## config.mk

```make
export PLATFORM = sky130hd
export DESIGN_NAME = uart_boot_loader
export DESIGN_NICKNAME = d
export VERILOG_FILES = /design/src/rtl/uart_boot_loader.sv
export SDC_FILE = /design/constraint.sdc
export NUM_CORES = 1
export LEC_CHECK = 0
export BUFFER_PORTS_ARGS = -buffer_cell sky130_fd_sc_hd__buf_2
export CAP_MARGIN = 20
export CORE_AREA = 4 4 133 135
export DETAILED_ROUTE_END_ITERATION = 12
export DIE_AREA = 0 0 137 139
export GPL_TIMING_DRIVEN = 1
export MAX_ROUTING_LAYER = met4
export PLACE_DENSITY_LB_ADDON = 0.05
export SYNTH_ARGS = -nofsm -noshare
export SYNTH_HDL_FRONTEND = slang
export SYNTH_SLANG_ARGS = --single-unit
```

## constraint.sdc

```tcl
create_clock -name clk -period 2.8 [get_ports clk]
set_clock_uncertainty 0.1 [all_clocks]
set_input_delay 0.56 -clock clk [delete_from_list [all_inputs] [get_ports clk]]
set_output_delay 0.56 -clock clk [all_outputs]
set_load 0.01 [all_outputs]
```

## src/rtl/uart_boot_loader.sv

```systemverilog
// UART boot loader: receives an A5/LEN/data image, writes it to RAM port B, then releases the core.
// Optional trailing checksum byte enabled by defining BOOT_CHECKSUM_EN.
module uart_boot_loader #(
  parameter int          CLK_HZ       = 100_000_000,
  parameter int          BAUD         = 115200,
  parameter int          MAX_WORDS    = 1024,
  parameter logic [31:0] ADDR_BASE    = 32'h0,
  parameter int          BOOT_TIMEOUT = 200_000_000
) (
  input  logic        clk,
  input  logic        reset,
  input  logic        rx_i,
  output logic [3:0]  mem_web,
  output logic [31:0] mem_addr,
  output logic [31:0] mem_din,
  output logic        cpu_hold,
  output logic        done,
  output logic        error
);
  localparam int BIT_CYC = CLK_HZ / BAUD;
  localparam int CW = $clog2(BIT_CYC) + 1;
  localparam logic [CW-1:0] C_FULL = CW'(BIT_CYC - 1);
  localparam logic [CW-1:0] C_HALF = CW'(BIT_CYC / 2 - 1);
  localparam logic [31:0] TMO_LAST = 32'(BOOT_TIMEOUT - 1);
  localparam logic [15:0] MAXW = 16'(MAX_WORDS);

  typedef enum logic [1:0] {RX_IDLE, RX_START, RX_DATA, RX_STOP} rx_t;
  typedef enum logic [2:0] {
    S_SYNC, S_LEN_LO, S_LEN_HI, S_DATA,
`ifdef BOOT_CHECKSUM_EN
    S_CSUM,
`endif
    S_DONE, S_ERR
  } state_t;

`ifdef BOOT_CHECKSUM_EN
  localparam state_t S_AFTER = S_CSUM;
`else
  localparam state_t S_AFTER = S_DONE;
`endif

  rx_t           r_rx_st;
  logic          r_rx_meta, r_rx_sync, r_rx_last;
  logic [CW-1:0] r_bcnt;
  logic [2:0]    r_bit;
  logic [7:0]    r_shift;
  logic          r_byte_vld, r_frame_err, r_start_seen;

  state_t        r_state;
  logic [31:0]   r_tmo;
  logic [15:0]   r_len;
  logic [10:0]   r_idx;
  logic [1:0]    r_wcnt;
  logic [31:0]   r_word;
`ifdef BOOT_CHECKSUM_EN
  logic [7:0]    r_sum;
`endif
  logic [3:0]    r_mem_web;
  logic [31:0]   r_mem_addr, r_mem_din;
  logic          r_cpu_hold, r_done, r_error;

  logic          w_fall;
  logic [15:0]   w_len;
  logic [31:0]   w_word;

  assign w_fall = r_rx_last & ~r_rx_sync;
  assign w_len  = {r_shift, r_len[7:0]};
  assign w_word = {r_shift, r_word[31:8]};

  // Receiver: byte available in r_shift while r_byte_vld pulses
  always_ff @(posedge clk) begin
    if (reset) begin
      r_rx_meta    <= 1'b1;
      r_rx_sync    <= 1'b1;
      r_rx_last    <= 1'b1;
      r_rx_st      <= RX_IDLE;
      r_bcnt       <= '0;
      r_bit        <= 3'd0;
      r_shift      <= 8'h00;
      r_byte_vld   <= 1'b0;
      r_frame_err  <= 1'b0;
      r_start_seen <= 1'b0;
    end else begin
      r_rx_meta   <= rx_i;
      r_rx_sync   <= r_rx_meta;
      r_rx_last   <= r_rx_sync;
      r_byte_vld  <= 1'b0;
      r_frame_err <= 1'b0;
      case (r_rx_st)
        RX_IDLE: if (w_fall) begin
          r_rx_st      <= RX_START;
          r_bcnt       <= '0;
          r_start_seen <= 1'b1;
        end
        RX_START: if (r_bcnt == C_HALF) begin
          r_bcnt  <= '0;
          r_bit   <= 3'd0;
          r_rx_st <= r_rx_sync ? RX_IDLE : RX_DATA;
        end else r_bcnt <= r_bcnt + CW'(1);
        RX_DATA: if (r_bcnt == C_FULL) begin
          r_bcnt  <= '0;
          r_shift <= {r_rx_sync, r_shift[7:1]};
          r_bit   <= r_bit + 3'd1;
          if (r_bit == 3'd7) r_rx_st <= RX_STOP;
        end else r_bcnt <= r_bcnt + CW'(1);
        RX_STOP: if (r_bcnt == C_FULL) begin
          r_bcnt      <= '0;
          r_rx_st     <= RX_IDLE;
          r_byte_vld  <= r_rx_sync;
          r_frame_err <= ~r_rx_sync;
        end else r_bcnt <= r_bcnt + CW'(1);
        default: r_rx_st <= RX_IDLE;
      endcase
    end
  end

  // Loader FSM; done/error/cpu_hold follow the terminal state one cycle later
  always_ff @(posedge clk) begin
    if (reset) begin
      r_state    <= S_SYNC;
      r_tmo      <= 32'd0;
      r_len      <= 16'd0;
      r_idx      <= 11'd0;
      r_wcnt     <= 2'd0;
      r_word     <= 32'd0;
`ifdef BOOT_CHECKSUM_EN
      r_sum      <= 8'h00;
`endif
      r_mem_web  <= 4'h0;
      r_mem_addr <= 32'd0;
      r_mem_din  <= 32'd0;
      r_cpu_hold <= 1'b1;
      r_done     <= 1'b0;
      r_error    <= 1'b0;
    end else begin
      r_mem_web <= 4'h0;
      if (r_frame_err && r_state != S_DONE && r_state != S_ERR) begin
        r_state <= S_ERR;
      end else begin
        case (r_state)
          S_SYNC: begin
            if (r_byte_vld && r_shift == 8'hA5) r_state <= S_LEN_LO;
            else if (!r_start_seen) begin
              if (r_tmo == TMO_LAST) r_state <= S_DONE;
              else r_tmo <= r_tmo + 32'd1;
            end
          end
          S_LEN_LO: if (r_byte_vld) begin
            r_len[7:0] <= r_shift;
            r_state    <= S_LEN_HI;
          end
          S_LEN_HI: if (r_byte_vld) begin
            r_len  <= w_len;
            r_idx  <= 11'd0;
            r_wcnt <= 2'd0;
`ifdef BOOT_CHECKSUM_EN
            r_sum  <= 8'h00;
`endif
            if (w_len == 16'd0) r_state <= S_AFTER;
            else if (w_len > MAXW) r_state <= S_ERR;
            else r_state <= S_DATA;
          end
          S_DATA: if (r_byte_vld) begin
            r_word <= w_word;
            r_wcnt <= r_wcnt + 2'd1;
`ifdef BOOT_CHECKSUM_EN
            r_sum  <= r_sum + r_shift;
`endif
            if (r_wcnt == 2'd3) begin
              r_mem_web  <= 4'hF;
              r_mem_din  <= w_word;
              r_mem_addr <= ADDR_BASE + {19'd0, r_idx, 2'b00};
              r_idx      <= r_idx + 11'd1;
              if ({5'd0, r_idx} + 16'd1 == r_len) r_state <= S_AFTER;
            end
          end
`ifdef BOOT_CHECKSUM_EN
          S_CSUM: if (r_byte_vld) r_state <= (r_shift == r_sum) ? S_DONE : S_ERR;
`endif
          S_DONE: begin
            r_cpu_hold <= 1'b0;
            r_done     <= 1'b1;
          end
          S_ERR: begin
            r_cpu_hold <= 1'b1;
            r_error    <= 1'b1;
          end
          default: r_state <= S_ERR;
        endcase
      end
    end
  end

  assign mem_web  = r_mem_web;
  assign mem_addr = r_mem_addr;
  assign mem_din  = r_mem_din;
  assign cpu_hold = r_cpu_hold;
  assign done     = r_done;
  assign error    = r_error;
endmodule

```

=== Yosys cells after proc, flatten, opt, wreduce, memory -nomap -nowiden ===
Index checks and enable logic that the tools add are counted.

* Word-level logic and storage cells: 147
* Register bits: 176

* Reductions and logical operators: 30
* Order comparisons: 1
* $add $sub $neg: 6
* Muxes and demuxes: 37
* Bitwise gates (word level): 12
* Eq/ne operators: 37

{| class="wikitable"
|+ Operators by type and width
! operator !! count
|-
| $mux 11 || 6
|-
| $mux 3 || 13
|-
| $pmux 11 s3 || 1
|-
| $add 32x1->32 const B || 1
|-
| $eq 32x28->1 const B || 1
|-
| $ne 3x3->1 const B || 9
|-
| $add 11x1->11 const B || 2
|-
| $pmux 11 s2 || 1
|-
| $ne 2x2->1 const B || 10
|-
| $eq 12x16->1 || 1
|-
| $gt 16x11->1 const B || 1
|-
| $logic_not 16->1 || 1
|-
| $mux 2 || 8
|-
| $pmux 8 s2 || 1
|-
| $reduce_and 8->1 || 2
|-
| $pmux 3 s5 || 1
|-
| $reduce_and 5->1 || 3
|-
| $add 11x1->12 const B || 1
|-
| $reduce_and 4->1 || 3
|-
| $eq 11x10->1 const B || 1
|-
| $eq 11x9->1 const B || 1
|-
| $not 1->1 || 11
|-
| $reduce_and 2->1 || 5
|-
| $eq 3x3->1 const B || 3
|-
| 24 further kinds || 36
|}

=== Depth between registers and ports, before layout ===
Gate-level depths: netlist of run 1.

* Depth after elaboration: 7
* Depth in mapped cells: 9

=== Least setup slack after synthesis of run 1 ===
No wires, ideal clock.

* Kind: reg2reg
* Start: register r_idx[0]
* End: register r_state[2]
* Cell stages (with the launch flop): 10
* Required time: 2614 ps
* Path buffers: 1
* Slack: 433 ps
* Data arrival time: 2181 ps
* Library setup time: 86 ps
* Cells stage by stage: dfxtp_1 > ha_1 > clkbuf_1 > nand3_1 > or3_1 > nand3_1 > nand4_1 > nor4b_4 > o311ai_1 > a221oi_2

* Word-level cells in the longest chain between the ends: 4

{| class="wikitable"
|+ Ends and longest elaborated chain
! item !! line !! text
|-
| start: declaration || 52 || <nowiki>logic [10:0] r_idx;</nowiki>
|-
| start signal: assignment || 173 || <nowiki>r_idx <= r_idx + 11'd1;</nowiki>
|-
| $add 11x1->12 || 174 || <nowiki>if ({5'd0, r_idx} + 16'd1 == r_len) r_state <= S_AFTER;</nowiki>
|-
| $eq 12x16->1 || 174 ||
|-
| $ne 3x3->1 (no line) || -- ||
|-
| $reduce_and 8->1 (no line) || -- ||
|-
| end signal: assignment || 161 || <nowiki>else r_state <= S_DATA;</nowiki>
|-
| end signal: assignment || 174 ||
|-
| end signal: assignment || 188 || <nowiki>default: r_state <= S_ERR;</nowiki>
|-
| end: declaration || 49 || <nowiki>state_t r_state;</nowiki>
|}

Every way passes these cells.
A chain may end at the register's enable or synchronous reset.

=== Worst setup path after layout of run 1 ===
* Start: register r_idx[2]
* End: register r_state[2]

The elaborated chain is that of the path after synthesis.

==> out/metrics.yaml, run 1 <==
synthArstFlopShare_pct: 0
postCtsSetupBuffers: 0
p_leak_nw: 3.05
finalSetupViolations: 0
required_ps: 3040
clock_latency_ps: 420
finalCriticalPeriod_ps: 2560
final_antenna_net_count: 0
yosysMostFrequentCell: "nand2_1"
dominantRegCellSynth: "dfxtp_1"
path_cells: "nand3_2 -> o31a_1 -> or4_1 -> a32oi_1 -> nor4b_4 -> o311ai_1 -> a221oi_2"
dp_hpwl_mm: 11.5
cp_slowest_stage_delay_ps: 510
cts_tree: "yes"
finalMaxSlewViolations: 0
instances_no_fill: 1154
fin_crit_sh_pct: 91.3
synth_area_leaders: "dfxtp_1 45%, nand2_1 8.6%, a21oi_1 6.4%, nor2_1 5.2%, xor2_1 4.0%"
first_iter_violations: 329
dr_total_vias: 5959
initial_core_util_pct: 44.1
yosysTopAreaCellShare_pct: 45.4
clockBufferDepth: 2
layout-drive-gt1-share_pct: 13.9
hold_viol: 0
place_congestion: 0.890
synth_edf_count: 0
first_global_vias: 5551
synth_warnings: 0
cts_sinks: 165
worst_pin_slew_ps: 857
drcViolationCount: 0
fin_util_pct: 50.1
wire_per_inst_um: 14.4
wirelength_mm: 16.6
worstHoldPathType: "in2reg"
ir_drop_v: 0.000464
grt_first_pass_wirelength_mm: 27.2
powerDensity_nw_per_um2: 591
maxSlewHeadroom_pct: 42.1
drv_cap: 0
run_status: "finished, final reports clean"
syn_area_per_cell_um2: 8.26
post_drt_via_cell_ratio: 5.16
numPortBuffers: 52
rows: 47
rsz0062_at_grt: "no"
cp_max_fo: 11
die_w_um: 137
fill_cells: 1607
cts_buffers: 17
overflow: 0
fp.dieArea_um2: 19000
synthTopCellsByCount: "167 x nand2_1, 165 x dfxtp_1, 101 x nor2_1"
ys_types: 62
nets: 932
worstPathArrival_ps: 2790
synth_cells: 880
dp_cells: 1123
fmax_ghz: 0.391
core_area_um2: 16500
htreeDepth: 4
worstSetupEndpointType: "register"
area_growth_pct: 13.5
clkTransAtPathRegs_ps: 60
yosys_register_bits: 165
drtPass1Iterations: 4
netlist.top_cell.by_area: "dfxtp_1"
track_usage_pct: 18.0
ys_seq_area_share_pct: 45.4
timing.critical_path.slowest_stage_cell: "dfxtp_1"
critPathKind: "reg2reg"
pin_count: 74
die_h_um: 139
cp-start-kind: "register"
grt_max_degree: 67
tns_ps: 0
netlist_area_um2: 7270
diodes: 0
antenna_found_initial: 0
cts_root_buf: "clkbuf_16"
## power breakdown
group | internal [mW] | switching, mW
sequential | 2.38 | 0.0409
combinational | 0.0847 | 0.166
clock | 1.23 | 0.973
## logic make-up after synthesis
| logic type | share of synthesized area, % |
|---|---|
| buf+inv | 5.99 |
| compound gates | 11.9 |
| other cells | 0.0516 |
| fa+ha+maj | 1.20 |
| simple gates | 26.3 |
| mux | 3.58 |
| flops | 45.4 |
| xor+xnor | 5.54 |
## metrics by stage
step / hold slack [ps] / area [um^2] / power, mW / worst slack [ps]
2_1_floorplan: 289 / 7340 / 2.68 / 433
3_3_place_gp: 299 / 7690 / 2.71 / 291
3_5_place_dp: 294 / 7690 / 2.72 / 215
4_1_cts: 209 / 8250 / 4.93 / 191
5_1_grt: 218 / 8250 / 5.08 / 4.64
6_report: 225 / 8250 / 4.88 / 245
## cells in the final DEF, fill, tap and decap left out, types with 3 or more instances in the layout
cell / netlist / final
a21oi_1: 93 / 93
a31oi_1: 4 / 4
and2_1: 3 / 3
and3_1: 13 / 13
buf_2: 6 / 51
buf_4: 27 / 29
clkbuf_16: 0 / 17
clkinv_4: 0 / 5
conb_1: 1 / 21
dfxtp_1: 165 / 165
ha_1: 7 / 6
inv_1: 10 / 10
mux2i_1: 26 / 26
nand2_1: 167 / 167
nand2b_1: 4 / 4
nand3_1: 31 / 31
nand4_1: 13 / 13
nand4b_1: 7 / 7
nor2_1: 101 / 101
nor2b_1: 5 / 5
nor3_1: 10 / 10
nor3b_1: 4 / 4
nor4_1: 6 / 6
nor4b_1: 8 / 8
o21ai_0: 22 / 22
o31ai_1: 6 / 6
or2_2: 6 / 6
or3_1: 7 / 7
xnor2_1: 13 / 13
xor2_1: 33 / 33
## timing repair
item	CTS	global route
resized for setup	0	1
setup endpoints to repair	0	1
hold buffers	0	0
## cell type report
type	instances	area, um^2	share of cell area (%)
clock buffers	18	429	5.20
clock inverters	13	128	1.55
inverters	10	37.5	0.455
multi-input cells	648	3610	43.7
flip-flops and latches	165	3300	40.0
well taps	220	275	3.33
repair buffers	80	473	5.73
## worst paths after layout
| kind | start | cells past startpoint | slack, ps | to |
|---|---|---|---|---|
| setup / recovery | r_idx[2] | 7 | 240 | r_state[2] |
| hold / removal | rx_i | 2 | 220 | r_rx_meta |
| setup reg to reg | r_idx[2] | 7 | 240 | r_state[2] |
| hold reg to reg | r_rx_meta | 1 | 310 | r_rx_sync |
## sequential cells by signal, indices dropped and copies added (netlist names), 2 cells and up, named ones only
name / count
r_bcnt: 11
r_shift: 8
r_wcnt: 2
mem_din: 32
mem_addr: 11
r_len: 16
r_bit: 3
r_state: 3
r_idx: 11
r_tmo: 32
r_word: 24
## metal layers
metal | vias to the layer above | routed length (um) | track usage, %
met3 | 18 | 581 | 3.16
li1 | 3028 | - | -
met2 | 109 | 7820 | 27.9
met1 | 2804 | 8040 | 23.7
met5 | - | 0 | -
met4 | 0 | 201 | 5.88
## worst max-delay path: cells and delay by family (launching register included)
| family | cells | cell delay, ps |
|---|---|---|
| flops | 1 | 510 |
| simple gates | 3 | 920 |
| compound gates | 4 | 940 |
(Power assumes the default switching activity.)
==> run 2, diff against run 1 <==
--- a/config.mk
+++ b/config.mk
@@ -7,9 +7,11 @@
 export LEC_CHECK = 0
 export BUFFER_PORTS_ARGS = -buffer_cell sky130_fd_sc_hd__buf_2
 export CAP_MARGIN = 20
-export CORE_AREA = 4 4 133 135
+export CELL_PAD_IN_SITES_DETAIL_PLACEMENT = 1
+export CELL_PAD_IN_SITES_GLOBAL_PLACEMENT = 1
+export CORE_AREA = 4 4 134 136
 export DETAILED_ROUTE_END_ITERATION = 12
-export DIE_AREA = 0 0 137 139
+export DIE_AREA = 0 0 138 140
 export GPL_TIMING_DRIVEN = 1
 export MAX_ROUTING_LAYER = met4
 export PLACE_DENSITY_LB_ADDON = 0.05
==> run 2 against run 1 <==
Against the previous run:
- first-iteration DRC count fell by 8.5%
- wire length is 12% higher
- core utilization down 1.1 points
==> out/metrics.yaml, run 2 (synthesis gave the netlist of run 1 again) <==
die_w_um: 138  # +0.73%
finalCriticalPeriod_ps: 2570  # +17.6 ps
mostFrequentLayoutCell: "nand2_1"
cts_tree: "yes"
finalMaxSlewViolations: 0  # unchanged
drv_cap: 0  # unchanged
critPathKind: "reg2reg"
final_antenna_net_count: 0  # unchanged
grt_max_degree: 97  # +45%
grt.met1_usage_pct: 24.8  # +1.1 points
cp-start-kind: "register"
clock_latency_ps: 430  # about the same
switching_share_pct: 25.3  # +1.1 points
rows: 48  # +2.1%
p_int_mw: 3.71  # +0.39%
cp_max_fo: 7  # -4
dp_hpwl_mm: 12.9  # +12%
worstSetupEndpointType: "register"
fmax_ghz: 0.389  # -0.68%
initial_core_util_pct: 42.9  # -1.2 points
dp_slack_ps: 125  # -89.8 ps
worstPathArrival_ps: 2760  # -30 ps
cts_buffers: 17  # unchanged
track_usage_pct: 20.0  # +2.0 points
first_global_vias: 6175  # +11%
final_cell_mix: "167 x nand2_1, 161 x dfxtp_1, 101 x nor2_1"
wire_per_inst_um: 16.0  # +11%
power_frac_clock_pct: 46.1  # +0.9 points
cts_root_buf: "clkbuf_16"
postCtsSetupBuffers: 0  # unchanged
numPortBuffers: 52  # unchanged
ir_drop_v: 0.000428  # -7.7%
globalRouteMet3Util_pct: 3.69  # +0.53 points
combPwrFrac_pct: 5.2  # about the same
overflow: 0  # unchanged
powerDensity_nw_per_um2: 598  # +1.2%
antenna_found_initial: 0  # unchanged
holdBufCountCts: 0  # unchanged
die_h_um: 140  # +0.72%
maxSlewHeadroom_pct: 44.5  # +2.4 points
cts_sinks: 165  # unchanged
total_power_mw: 4.97  # +1.9%
final.setup.worst_slack_ps: 227  # -17.6 ps
power_frac_seq_pct: 48.7  # -0.9 points
dp_cells: 1129  # +0.53%
fill_cells: 2078  # +29%
wirelength_mm: 18.6  # +12%
post_drt_via_cell_ratio: 5.24  # +1.5%
run_status: "finished, final reports clean"
grt_first_pass_wirelength_mm: 31.6  # +16%
fin_crit_sh_pct: 91.9  # +0.63 points
finalSetupViolations: 0  # unchanged
worstHoldPathType: "in2reg"
tns_ps: 0  # unchanged
final_cell_area_um2: 8310  # +0.64%
first_iter_violations: 301  # -8.5%
layout-drive-gt1-share_pct: 14.9  # +0.93 points
core_area_um2: 16900  # +2.9%
required_ps: 2990  # -50 ps
use_met2_pct: 33.3  # +5.4 points
dpl-instance-area_um2: 7730  # +0.41%
busiest_layer: "met2"
dr_total_vias: 6086  # +2.1%
pin_count: 74  # unchanged
clkTransAtPathRegs_ps: 70  # about the same
nets: 933  # +0.11%
clockBufferDepth: 2  # unchanged
p_switching_mw: 1.26  # +6.6%
area_growth_pct: 14.3
diodes: 0  # unchanged
drcViolationCount: 0  # unchanged
hold_viol: 0  # unchanged
worst_pin_slew_ps: 821  # -36.0 ps
htreeDepth: 4  # unchanged
drtPass1Iterations: 4  # unchanged
fp.dieArea_um2: 19300  # +1.5%
p_leak_nw: 3.06  # +0.53%
place_congestion: 0.910  # +2.3%
rsz0062_at_grt: "no"
instances_no_fill: 1161  # +0.61%
[run 2: metrics by stage]
stage	hold slack (ps)	utilization (%)
finish	213	49.0
global route	218	49.0
CTS	199	49.0
detailed placement	296	45.6
global placement	295	45.6
floorplan	289	-
[run 2: repair_timing]
action	in CTS	in global routing
setup endpoints to repair	0	2
hold endpoints to repair	0	0
resized for setup	0	6
[run 2: power by group through the flow]
stage               Sequential (mW)  Combinational [mW]  Clock (mW)
floorplan                      2.46               0.222           0
global placement               2.47               0.251           0
detailed placement             2.47               0.261           0
CTS                            2.42               0.265        2.33
global route                   2.43               0.297        2.43
finish                         2.42               0.261        2.29
[run 2: cell type report]
class / instances / area (um^2) / share of cell area [%]
clock buffers: 17 / 425 / 5.12
repair buffers: 81 / 493 / 5.93
multi-input cells: 648 / 3620 / 43.6
clock inverters: 15 / 143 / 1.72
well taps: 225 / 282 / 3.39
flip-flops and latches: 165 / 3310 / 39.8
inverters: 10 / 37.5 / 0.452
[run 2: critical path, cell delays in order, from the launching register on]
cell	delay (ps)
dfxtp_1	380
or3_1	400
nor4b_1	730
a21oi_1	100
a211o_1	380
a311oi_1	220
a221oi_1	120
[run 2: worst paths after layout]
| path | start | to | slack [ps] | cells after the start |
|---|---|---|---|---|
| worst max-delay path | r_shift[3] | r_state[0] | 230 | 6 |
| worst min-delay path | rx_i | r_rx_meta | 210 | 2 |
| worst max register to register | r_shift[3] | r_state[0] | 230 | 6 |
| worst min register to register | r_rx_meta | r_rx_sync | 310 | 1 |
[run 2: per-layer routing]
| metal | share of wire [%] | vias to the layer above |
|---|---|---|
| met3 | 2.4 | 22 |
| li1 | - | 3040 |
| met4 | 1.6 | 0 |
| met5 | 0 | - |
| met2 | 49 | 65 |
| met1 | 47 | 2959 |
==> run 3, diff against run 2 <==
--- a/config.mk
+++ b/config.mk
@@ -5,7 +5,7 @@
 export SDC_FILE = /design/constraint.sdc
 export NUM_CORES = 1
 export LEC_CHECK = 0
-export BUFFER_PORTS_ARGS = -buffer_cell sky130_fd_sc_hd__buf_2
+export BUFFER_PORTS_ARGS = -buffer_cell sky130_fd_sc_hd__buf_4
 export CAP_MARGIN = 20
 export CELL_PAD_IN_SITES_DETAIL_PLACEMENT = 1
 export CELL_PAD_IN_SITES_GLOBAL_PLACEMENT = 1
==> run 3 against run 2 <==
Against the previous run:
- via count increased by 0.54%
- sequential share of layout area is 0.73 points lower
- clock power rose by 7%
- sequential power about the same
- fmax up 0.15%
- register-to-register slack hardly changed
- setup slack improved by 3.9 ps
- largest cell class unchanged
==> out/metrics.yaml, run 3 (synthesis gave the netlist of run 1 again) <==
cp_num_buf_inv: 0  # unchanged
dp_cells: 1126  # -0.27%
place_congestion: 0.957  # +5.2%
worst_hold_slack_ps: 210  # -3.18 ps
timing.critical_path.slowest_stage_cell: "dfxtp_1"
core_area_um2: 16900  # unchanged
numPortBuffers: 52  # unchanged
powerDensity_nw_per_um2: 606  # +1.3%
fmax_ghz: 0.389  # +0.15%
critPathKind: "reg2reg"
first_iter_violations: 322  # +7.0%
reg2regPathDepth: 8  # +2
worst_pin_slew_ps: 610  # -211 ps
required_ps: 3040  # +50 ps
nets: 930  # -0.32%
die_w_um: 138  # unchanged
fin_crit_sh_pct: 91.7  # -0.14 points
worstHoldPathType: "in2reg"
dpl-instance-area_um2: 7830  # +1.4%
finalSetupViolations: 0  # unchanged
drv_cap: 0  # unchanged
dr_total_vias: 6119  # +0.54%
clock_latency_ps: 430  # about the same
holdBufCountCts: 0  # unchanged
initial_core_util_pct: 42.9  # unchanged
instances_no_fill: 1158  # -0.26%
finalCriticalPeriod_ps: 2570  # -3.87 ps
cts_buffers: 17  # unchanged
dp_hpwl_mm: 13.1  # +1.8%
first_global_vias: 6204  # +0.47%
track_usage_pct: 20.0  # about the same
wire_per_inst_um: 16.1  # +0.74%
cp_max_fo: 8  # +1
overflow: 0  # unchanged
drcViolationCount: 0  # unchanged
mostFrequentLayoutCell: "nand2_1"
final_antenna_net_count: 0  # unchanged
cp-start-kind: "register"
wirelength_mm: 18.7  # +0.48%
holdPathStages: 2  # unchanged
fin_util_pct: 50.0  # +0.92 points
finalMaxSlewViolations: 0  # unchanged
htreeDepth: 4  # unchanged
post_drt_via_cell_ratio: 5.28  # +0.80%
grt_max_degree: 98  # +1.0%
ir_drop_v: 0.000414  # -3.3%
path_cells: "ha_2 -> nand3_1 -> or3_1 -> nand3_1 -> nand4_1 -> nor4b_4 -> o311ai_1 -> a221oi_2"
worstPathArrival_ps: 2810  # +50 ps
antenna_found_initial: 0  # unchanged
path_depth: 8  # +2
cp_slowest_stage_delay_ps: 410  # -320 ps
rsz0062_at_grt: "no"
maxSlewHeadroom_pct: 59.2  # +15 points
cts_tree: "yes"
final.setup.worst_slack_ps: 231  # +3.87 ps
run_status: "finished, final reports clean"
layout-drive-gt1-share_pct: 14.5  # -0.38 points
drtPass1Iterations: 4  # unchanged
cts_root_buf: "clkbuf_16"
cp_common_cell: "nand3_1"
dp_slack_ps: 144  # +19.4 ps
fill_cells: 2055  # -1.1%
grt_first_pass_wirelength_mm: 31.2  # -1.2%
fp.dieArea_um2: 19300  # unchanged
postCtsSetupBuffers: 0  # unchanged
final_cell_mix: "167 x nand2_1, 161 x dfxtp_1, 101 x nor2_1"
rows: 48  # unchanged
cp_top_family: "simple AND/OR/NAND/NOR gates"
area_growth_pct: 16.4
hold_viol: 0  # unchanged
clockBufferDepth: 2  # unchanged
worstSetupEndpointType: "register"
tns_ps: 0  # unchanged
cts_sinks: 165  # unchanged
clkTransAtPathRegs_ps: 70  # about the same
total_power_mw: 5.13  # +3.2%
p_leak_nw: 3.06  # about the same
die_h_um: 140  # unchanged
final_cell_area_um2: 8460  # +1.9%
diodes: 0  # unchanged
pin_count: 74  # unchanged
==> run 3: timing repair <==
item                                    4_1_cts  5_1_grt
gates resized for setup                       0        6
endpoints found under the hold margin         0        0
endpoints found under the setup margin        0        2
==> run 3: worst register-to-register path: cells and delay by family, from the launching register on <==
family | cells | cell delay [ps]
AND/OR/NAND/NOR | 5 | 1200
AO/OA/AOI/OAI | 2 | 480
flip-flops | 1 | 410
adder cells (fa/ha/maj) | 1 | 300
==> run 3: worst paths after layout <==
kind	slack, ps	from	endpoint
worst min-delay path	210	rx_i	r_rx_meta
worst max register to register	230	r_idx[1]	r_state[2]
worst min register to register	330	r_rx_meta	r_rx_sync
worst max-delay path	230	r_idx[1]	r_state[2]
==> run 3: area by class of cell <==
type                       count  area [um^2]  share of cell area, %
inverter                      10         37.5                  0.444
timing repair buffer          78          598                   7.07
tap                          225          282                   3.33
clock inverter                14          188                   2.22
sequential                   165         3310                   39.1
multi-input combinational    648         3620                   42.8
clock buffer                  18          429                   5.07
==> run 3: report_power, final <==
group | leakage [nW] | switching, mW | internal, mW | total, mW
Sequential | 1.33 | 0.0435 | 2.38 | 2.42
Clock | 0.293 | 1.01 | 1.43 | 2.44
Combinational | 1.44 | 0.176 | 0.0886 | 0.264
==> run 3: metal layers <==
layer	up-vias	GRT usage [%]	wire [um]
met5	-	-	0
met4	0	6.71	329
met3	25	2.87	553
met2	94	33.6	9240
met1	2959	24.7	8570
li1	3041	-	-
